$ cat config.mk
export PLATFORM = sky130hd
export DESIGN_NAME = ri_mc_ctrl
export DESIGN_NICKNAME = d
export VERILOG_FILES = /design/src/rtl/ri_mc_ctrl_pkg.sv /design/src/rtl/ri_decode.sv /design/src/rtl/ri_mc_ctrl.sv
export SDC_FILE = /design/constraint.sdc
export NUM_CORES = 1
export LEC_CHECK = 0
export ABC_AREA = 0
export CORE_ASPECT_RATIO = 0.8
export CORE_UTILIZATION = 48
export DETAILED_ROUTE_END_ITERATION = 8
export MAX_ROUTING_LAYER = met4
export PLACE_DENSITY = 0.89
export SYNTH_ARGS = -nofsm -noshare
export SYNTH_HDL_FRONTEND = slang
export SYNTH_SLANG_ARGS = --single-unit
$ cat constraint.sdc
create_clock -name clk -period 3.32 [get_ports clk]
set_input_delay 0.498 -clock clk [delete_from_list [all_inputs] [get_ports clk]]
set_output_delay 0.498 -clock clk [all_outputs]
set_load 0.005 [all_outputs]
$ cat src/rtl/ri_mc_ctrl_pkg.sv
// Shared control definitions for the RI multi-cycle core: FSM states, ALU codes,
// opcode/func constants and the decoded control bundle.
package ri_defs;

    typedef enum logic [2:0] {
        S_IDLE = 3'b000,
        S_IF   = 3'b001,
        S_ID   = 3'b010,
        S_EX   = 3'b011,
        S_WB   = 3'b100
    } state_t;

    typedef enum logic [2:0] {
        ALU_AND  = 3'b000,
        ALU_OR   = 3'b001,
        ALU_XOR  = 3'b010,
        ALU_NOR  = 3'b011,
        ALU_ADD  = 3'b100,
        ALU_SUB  = 3'b101,
        ALU_SLTU = 3'b110,
        ALU_SLL  = 3'b111
    } alu_op_t;

    localparam logic [5:0] OP_RTYPE = 6'b000000;
    localparam logic [5:0] OP_ADDI  = 6'b001000;
    localparam logic [5:0] OP_SLTIU = 6'b001011;
    localparam logic [5:0] OP_ANDI  = 6'b001100;
    localparam logic [5:0] OP_ORI   = 6'b001101;
    localparam logic [5:0] OP_XORI  = 6'b001110;

    localparam logic [5:0] FN_SLL  = 6'b000000;
    localparam logic [5:0] FN_SLLV = 6'b000100;
    localparam logic [5:0] FN_ADD  = 6'b100000;
    localparam logic [5:0] FN_SUB  = 6'b100010;
    localparam logic [5:0] FN_AND  = 6'b100100;
    localparam logic [5:0] FN_OR   = 6'b100101;
    localparam logic [5:0] FN_XOR  = 6'b100110;
    localparam logic [5:0] FN_NOR  = 6'b100111;
    localparam logic [5:0] FN_SLTU = 6'b101011;

    typedef struct packed {
        logic    rd_rt_s;
        logic    rt_imm_s;
        logic    imm_s;
        logic    rs_shamt;
        alu_op_t alu_op;
    } ctrl_t;

endpackage

$ cat src/rtl/ri_decode.sv
// Combinational instruction decoder: opcode/func to control bundle plus legal flag.
// Unsupported encodings yield an all-zero bundle with legal=0.
module ri_decode
    import ri_defs::*;
(
    input  logic [5:0] opcode,
    input  logic [5:0] func,
    output ctrl_t      ctrl,
    output logic       legal
);

    always_comb begin
        ctrl  = '0;
        legal = 1'b1;
        case (opcode)
            OP_RTYPE: begin
                case (func)
                    FN_ADD:  ctrl.alu_op = ALU_ADD;
                    FN_SUB:  ctrl.alu_op = ALU_SUB;
                    FN_AND:  ctrl.alu_op = ALU_AND;
                    FN_OR:   ctrl.alu_op = ALU_OR;
                    FN_XOR:  ctrl.alu_op = ALU_XOR;
                    FN_NOR:  ctrl.alu_op = ALU_NOR;
                    FN_SLTU: ctrl.alu_op = ALU_SLTU;
                    FN_SLLV: ctrl.alu_op = ALU_SLL;
                    FN_SLL: begin
                        ctrl.alu_op   = ALU_SLL;
                        ctrl.rs_shamt = 1'b1;
                    end
                    default: legal = 1'b0;
                endcase
            end
            OP_ADDI, OP_SLTIU, OP_ANDI, OP_ORI, OP_XORI: begin
                ctrl.rd_rt_s  = 1'b1;
                ctrl.rt_imm_s = 1'b1;
                // Arithmetic immediates are sign-extended, logical ones zero-extended.
                case (opcode)
                    OP_ADDI:  begin ctrl.alu_op = ALU_ADD;  ctrl.imm_s = 1'b1; end
                    OP_SLTIU: begin ctrl.alu_op = ALU_SLTU; ctrl.imm_s = 1'b1; end
                    OP_ANDI:  ctrl.alu_op = ALU_AND;
                    OP_ORI:   ctrl.alu_op = ALU_OR;
                    default:  ctrl.alu_op = ALU_XOR;
                endcase
            end
            default: legal = 1'b0;
        endcase
    end

endmodule

$ cat src/rtl/ri_mc_ctrl.sv
// Multi-cycle control FSM (IDLE/IF/ID/EX/WB). Every output comes straight from a
// flop: strobes are computed alongside the next state so they line up with it.
module ri_mc_ctrl
    import ri_defs::*;
#(
    parameter int unsigned FETCH_WAIT = 1
) (
    input  logic       clk,
    input  logic       rst,
    input  logic       run,
    input  logic [5:0] opcode,
    input  logic [5:0] func,
    output logic       PC_Write,
    output logic       IR_Write,
    output logic       Reg_Write,
    output logic       FR_Write,
    output logic       rd_rt_s,
    output logic       rt_imm_s,
    output logic       imm_s,
    output logic       rs_shamt,
    output logic [2:0] ALU_OP,
    output logic       ill_inst,
    output logic [2:0] state
);

    localparam logic [2:0] FW = 3'(FETCH_WAIT);

    state_t     cur, nxt;
    logic [2:0] wait_cnt, wait_nxt;
    logic       ir_nxt, fr_nxt, reg_nxt, ill_nxt;
    logic       boundary;
    ctrl_t      ctrl_q, ctrl_nxt, dec_ctrl;
    logic       dec_legal;

    ri_decode u_decode (
        .opcode (opcode),
        .func   (func),
        .ctrl   (dec_ctrl),
        .legal  (dec_legal)
    );

    always_comb begin
        nxt      = cur;
        wait_nxt = wait_cnt;
        ir_nxt   = 1'b0;
        fr_nxt   = 1'b0;
        reg_nxt  = 1'b0;
        ill_nxt  = 1'b0;
        boundary = 1'b0;
        ctrl_nxt = ctrl_q;
        case (cur)
            S_IDLE: boundary = 1'b1;
            S_IF: begin
                if (wait_cnt == FW) begin
                    nxt = S_ID;
                end else begin
                    wait_nxt = wait_cnt + 3'd1;
                    ir_nxt   = (wait_cnt + 3'd1 == FW);
                end
            end
            S_ID: begin
                ctrl_nxt = dec_ctrl;
                if (dec_legal) begin
                    nxt    = S_EX;
                    fr_nxt = 1'b1;
                end else begin
                    ill_nxt  = 1'b1;
                    boundary = 1'b1;
                end
            end
            S_EX: begin
                nxt     = S_WB;
                reg_nxt = 1'b1;
            end
            S_WB: boundary = 1'b1;
            default: nxt = S_IDLE;
        endcase
        // Instruction boundary: idle, retired, or rejected -- run decides whether to fetch.
        if (boundary) begin
            nxt      = run ? S_IF : S_IDLE;
            wait_nxt = '0;
            ir_nxt   = run && (FW == 3'd0);
        end
    end

    always_ff @(posedge clk) begin
        if (rst) begin
            cur       <= S_IDLE;
            wait_cnt  <= '0;
            PC_Write  <= 1'b0;
            IR_Write  <= 1'b0;
            FR_Write  <= 1'b0;
            Reg_Write <= 1'b0;
            ill_inst  <= 1'b0;
            ctrl_q    <= '0;
        end else begin
            cur       <= nxt;
            wait_cnt  <= wait_nxt;
            PC_Write  <= ir_nxt;
            IR_Write  <= ir_nxt;
            FR_Write  <= fr_nxt;
            Reg_Write <= reg_nxt;
            ill_inst  <= ill_nxt;
            ctrl_q    <= ctrl_nxt;
        end
    end

    assign rd_rt_s  = ctrl_q.rd_rt_s;
    assign rt_imm_s = ctrl_q.rt_imm_s;
    assign imm_s    = ctrl_q.imm_s;
    assign rs_shamt = ctrl_q.rs_shamt;
    assign ALU_OP   = ctrl_q.alu_op;
    assign state    = cur;

endmodule

Yosys cells after proc, flatten, opt, wreduce, memory -nomap -nowiden
Cells that the tools add are included.
Storage, ports and cells
  register bits after elaboration: 17
Operators by class
  add/sub/neg operators: 1
  equal/unequal tests: 22
  multiplexer cells: 18
  bitwise gates (word level): 3
  reduce and logical (&&, ||, !) cells: 13
Operators by type and width (count)
  $eq 6x6->1 const B: 7
  $eq 6x4->1 const B: 5
  $pmux 3 s4: 2
  $pmux 3 s7: 1
  $logic_not 6->1: 2
  $mux 3: 4
  $reduce_or 2->1: 5
  $eq 3x1->1 const B: 3
  $reduce_or 9->1: 1
  $mux 1: 8
  $eq 3x2->1 const B: 2
  $eq 6x3->1 const B: 1
  $ne 3x3->1 const B: 2
  $pmux 3 s2: 1
  $reduce_or 5->1: 1
  $pmux 1 s2: 2
  $reduce_or 4->1: 1
  $add 3x1->3 const B: 1
  $eq 3x3->1 const B: 1
  $logic_not 3->1: 1
  $not 1->1: 3
  $reduce_and 3->1: 1
  $ne 2x1->1 const B: 1
  $reduce_and 2->1: 1

Logic depth before layout (Yosys ltp)
  word-level depth: 8
  gate-level depth with buffers: 6
  depth with buffers taken out: 6

Modules after synthesis
Synthesis repeated with hierarchy kept, for this count alone.
Second synthesis, totals
  cell total of the unflattened synthesis: 109
  area total of the unflattened synthesis: 948.4 um2
By module, submodules not included
  ri_mc_ctrl: instances 1, cells each 69, area each 688.2 um2, seq. area each 340.3 um2
  ri_decode: instances 1, cells each 40, area each 260.2 um2, seq. area each 0.0 um2

Least setup slack after synthesis
OpenSTA, ideal clock, no wires.
  path type: input -> register
  start: input port opcode[1]
  end: register ill_inst
  library setup time: 0.116 ns
  data arrival time: 1.619 ns
  required time: 3.204 ns
  setup slack: 1.585 ns
  cell stages on the path: 4
  buffers on the path: 0
  cell sequence: or4_4 > nor4_4 > o21ai_2 > and3_2
On the way
  cells in the longest elaborated chain, start to end: 4
RTL lines
  start, declared: RTL line ri_mc_ctrl.sv:11  | input logic [5:0] opcode,
  $eq 6x4->1: RTL line ri_decode.sv:15  | case (opcode)
  $reduce_or 5->1: RTL line ri_decode.sv:15
  $pmux 1 s2 *: RTL line ri_decode.sv:15
  $mux 1 *: RTL line ri_mc_ctrl.sv:63  | if (dec_legal) begin
  end signal, assigned: RTL line ri_mc_ctrl.sv:103  | ill_inst <= ill_nxt;
  end, declared: RTL line ri_mc_ctrl.sv:22  | output logic ill_inst,
Every way passes the cells marked *; elsewhere a longest branch is shown, timed or not.
A chain may end at the register's enable or synchronous reset.

Worst setup path in the final report
  start: input port opcode[1]
  end: register wait_cnt[1]
On the way
  cells in the longest elaborated chain, start to end: 6
RTL lines
  $eq 6x4->1: RTL line ri_decode.sv:15
  $reduce_or 5->1: RTL line ri_decode.sv:15
  $pmux 1 s2 *: RTL line ri_decode.sv:15
  $mux 1 *: RTL line ri_mc_ctrl.sv:63
  $pmux 1 s2 *: RTL line ri_mc_ctrl.sv:51  | case (cur)
  $reduce_or 2->1 (no source line) *
  end signal, assigned: RTL line ri_mc_ctrl.sv:98  | wait_cnt <= wait_nxt;
  end, declared: RTL line ri_mc_ctrl.sv:29  | logic [2:0] wait_cnt, wait_nxt;
Marks and branches as above.

==> impl_metrics.py <==
metrics = {
    "status": {
        "status": "finished, final reports clean",
    },
    "power_and_ir_drop": {
        "power.density_mw_per_mm2": 287,
        "p_leak_uw": 0.000389,
        "ir_drop_mv": 0.219,
    },
    "cts": {
        "numCtsBuffers": 3,
        "numClockSinks": 16,
        "postCtsHoldBufs": 0,
        "cts_resized": 0,
        "post-cts-setup-buffer-count": 0,
        "clk_pin_slew_ns": 0.08,
        "cts_buffer_depth": 2,
        "cts_tree": "built",
        "cts-root-buf": "clkbuf_4",
        "clock_latency_ns": 0.28,
        "h-tree-depth": 1,
    },
    "setup_path": {
        "reg2regPathDepth": 6,
        "path_max_fanout": 7,
        "crit_required_ns": 3.51,
        "startpoint": "opcode[1]",
        "critical_path_class": "in2reg",
        "end_kind": "flop",
        "r2r-start": "wait_cnt[1]",
        "crit_path_start_kind": "primary input",
        "worstReg2RegEnd": "wait_cnt[1]",
        "rrSetupSlack_ns": 1.55,
        "critPathArrivalTime_ns": 2.39,
    },
    "die": {
        "die_area_mm2": 0.00213,
        "fp-row-count": 13,
        "die_y_um": 41.5,
        "initial_utilization_pct": 54.2,
        "core_mm2": 0.00172,
        "num_io_pins": 30,
        "die_x_um": 51.3,
    },
    "routing": {
        "via_per_inst": 5.76,
        "routed-via-count": 899,
        "dr.pass1.iters": 4,
        "drc": 0,
        "ant_nets": 0,
        "avgRoutedWirePerCell_um": 13.5,
        "drt_first_iter_violations": 26,
        "drt_wl_total_um": 2110,
    },
    "placement": {
        "dp_hpwl_um": 1710,
        "dp_cells": 153,
        "place.gp.congestion": 0.806,
        "io_buffers": 29,
        "dp_slack_ns": 0.863,
    },
    "final_layout": {
        "diodes": 0,
        "nFillCells": 149,
        "post_route_cells_drive_above_1_share_pct": 9.70,
        "syn2layout_area_growth_pct": 32.5,
        "finalNetCount": 154,
        "final_cell_count_no_fill": 156,
    },
    "sta": {
        "max_freq_ghz": 0.454,
        "worst_pin_slew_ns": 0.620,
        "clock_skew_ns": 0.00137,
        "period_minus_slack_ns": 2.20,
        "holdWs_ns": 0.459,
        "finalCritPeriodShare_pct": 66.4,
        "hold_viol": 0,
        "setup_violations": 0,
        "rsz0062_at_grt": "false",
        "fin_ws_ns": 1.12,
        "relSlewSlack_pct": 58.3,
        "fin_tns_setup_ns": 0,
        "slew_violations": 0,
    },
    "grt": {
        "grt_max_degree": 13,
        "grt_pass1_vias": 844,
        "grt_util_all_layers_pct": 23.7,
        "antenna_found_initial": 0,
        "grt_pass1_wl_um": 3620,
        "overflow": 0,
    },
    "hold_path": {
        "hold_depth": 2,
        "hp-class": "reg2reg",
        "holdPathEnd": "imm_s",
        "min_from": "imm_s",
    },
    "logic_synthesis": {
        "synth-edff-count": 0,
        "synth_area_per_cell_um2": 8.57,
        "ys_seq_elements": 16,
        "ys_seq_area_share_pct": 34.3,
        "synthArstFlopShare_pct": 0,
        "synth_nets": 127,
        "synth_cells": 109,
        "synth_warnings": 0,
        "synthDistinctLibCells": 42,
        "syn_area_um2": 935,
        "ys.flop_type": "dfxtp_1",
    },
    "run": {
        "maxCapViolCount": 0,
    },
}
[per-layer routing]
metal | up-vias | wire (um) | GRT usage, %
li1 | 451 | - | -
met1 | 399 | 955 | 29.1
met2 | 41 | 956 | 35.3
met3 | 8 | 140 | 6.96
met4 | 0 | 53 | 11.4
met5 | - | 0 | -
[final cells by class]
class	instances	area [um^2]	share of cell area [%]
Sequential cell	16	320	25.9
Timing Repair Buffer	29	290	23.4
Clock buffer	3	22.5	1.82
Tap cell	22	27.5	2.22
Multi-Input combinational cell	83	567	45.8
Inverter	3	11.3	0.909
[metrics by stage]
step	instance area [um^2]	power (uW)	utilization, %
after floorplan	935	229	-
after global placement	1220	259	70.5
after detailed placement	1220	262	70.5
after CTS	1240	358	71.8
after global routing	1240	371	71.8
final	1240	356	71.8
[placed cells by master (no fill, tap or decap), types with 2 or more instances in the layout]
master and count:
xnor2_1 5, o21ai_0 5, nor3_1 6, o211ai_1 2, inv_1 3, nor2b_1 2
nand3b_1 2, nor2_1 7, nand3_1 2, or4_1 2, o22ai_1 2, nand2_1 11
dfxtp_1 16, nor3b_1 2, a21oi_1 6, ha_1 3, clkdlybuf4s50_1 29, clkbuf_4 3
a211oi_1 4
[where the power goes]
part / switching [uW] / total, uW / internal, uW
logic: 29.4 / 60.8 / 31.4
registers: 3.54 / 197 / 194
clock network: 56.1 / 98.2 / 42.1
total: 89.0 / 356 / 267
[cell families (layout without fill, tap and decap cells)]
group,Yosys count,count (layout),share of synthesized area (%)
compound gates,28,28,21.0
xor+xnor,6,6,5.62
fa+ha+maj,3,3,4.02
buf+inv,10,35,5.09
flops,16,16,34.3
mux,2,2,2.28
simple gates,44,44,27.7
[cells in the mapped netlist (2+ instances only)]
library cell / n / share of area [%]
nor3_1: 6 / 3.2
nand3_1: 2 / 1.1
o21ai_0: 5 / 2.7
a211oi_1: 4 / 3.2
clkbuf_1: 3 / 1.2
inv_1: 3 / 1.2
o22ai_1: 2 / 1.3
nand2_1: 11 / 4.4
nor3b_1: 2 / 1.6
nand3b_1: 2 / 1.6
buf_2: 2 / 1.1
dfxtp_1: 16 / 34
buf_4: 2 / 1.6
nor2b_1: 2 / 1.3
a21oi_1: 6 / 3.2
xnor2_1: 5 / 4.7
or4_1: 2 / 1.6
ha_1: 3 / 4.0
nor2_1: 7 / 2.8
o211ai_1: 2 / 1.6
[critical path, stage by stage]
cell and delay, ns:
clkdlybuf4s50_1 0.52, or4_4 0.60, nor4_4 0.30, o21ai_2 0.18, a211oi_1 0.28
[worst max-delay path by stage]
| stage | end | slack (ns) |
|---|---|---|
| final | wait_cnt[1] | 1.12 |
| after global routing | ALU_OP[0] | 1.04 |
| after CTS | wait_cnt[1] | 1.15 |
| after detailed placement | wait_cnt[1] | 0.86 |
| after global placement | ill_inst | 0.95 |
| after floorplan | ill_inst | 1.59 |
[sequential cells by signal, summed over array words and instances, names as in the netlist]
register,flops
rd_rt_s,1
FR_Write,1
ALU_OP,3
IR_Write,1
rs_shamt,1
Reg_Write,1
wait_cnt,3
ill_inst,1
imm_s,1
state,3
Note: power is estimated with default switching activity, not from simulation.
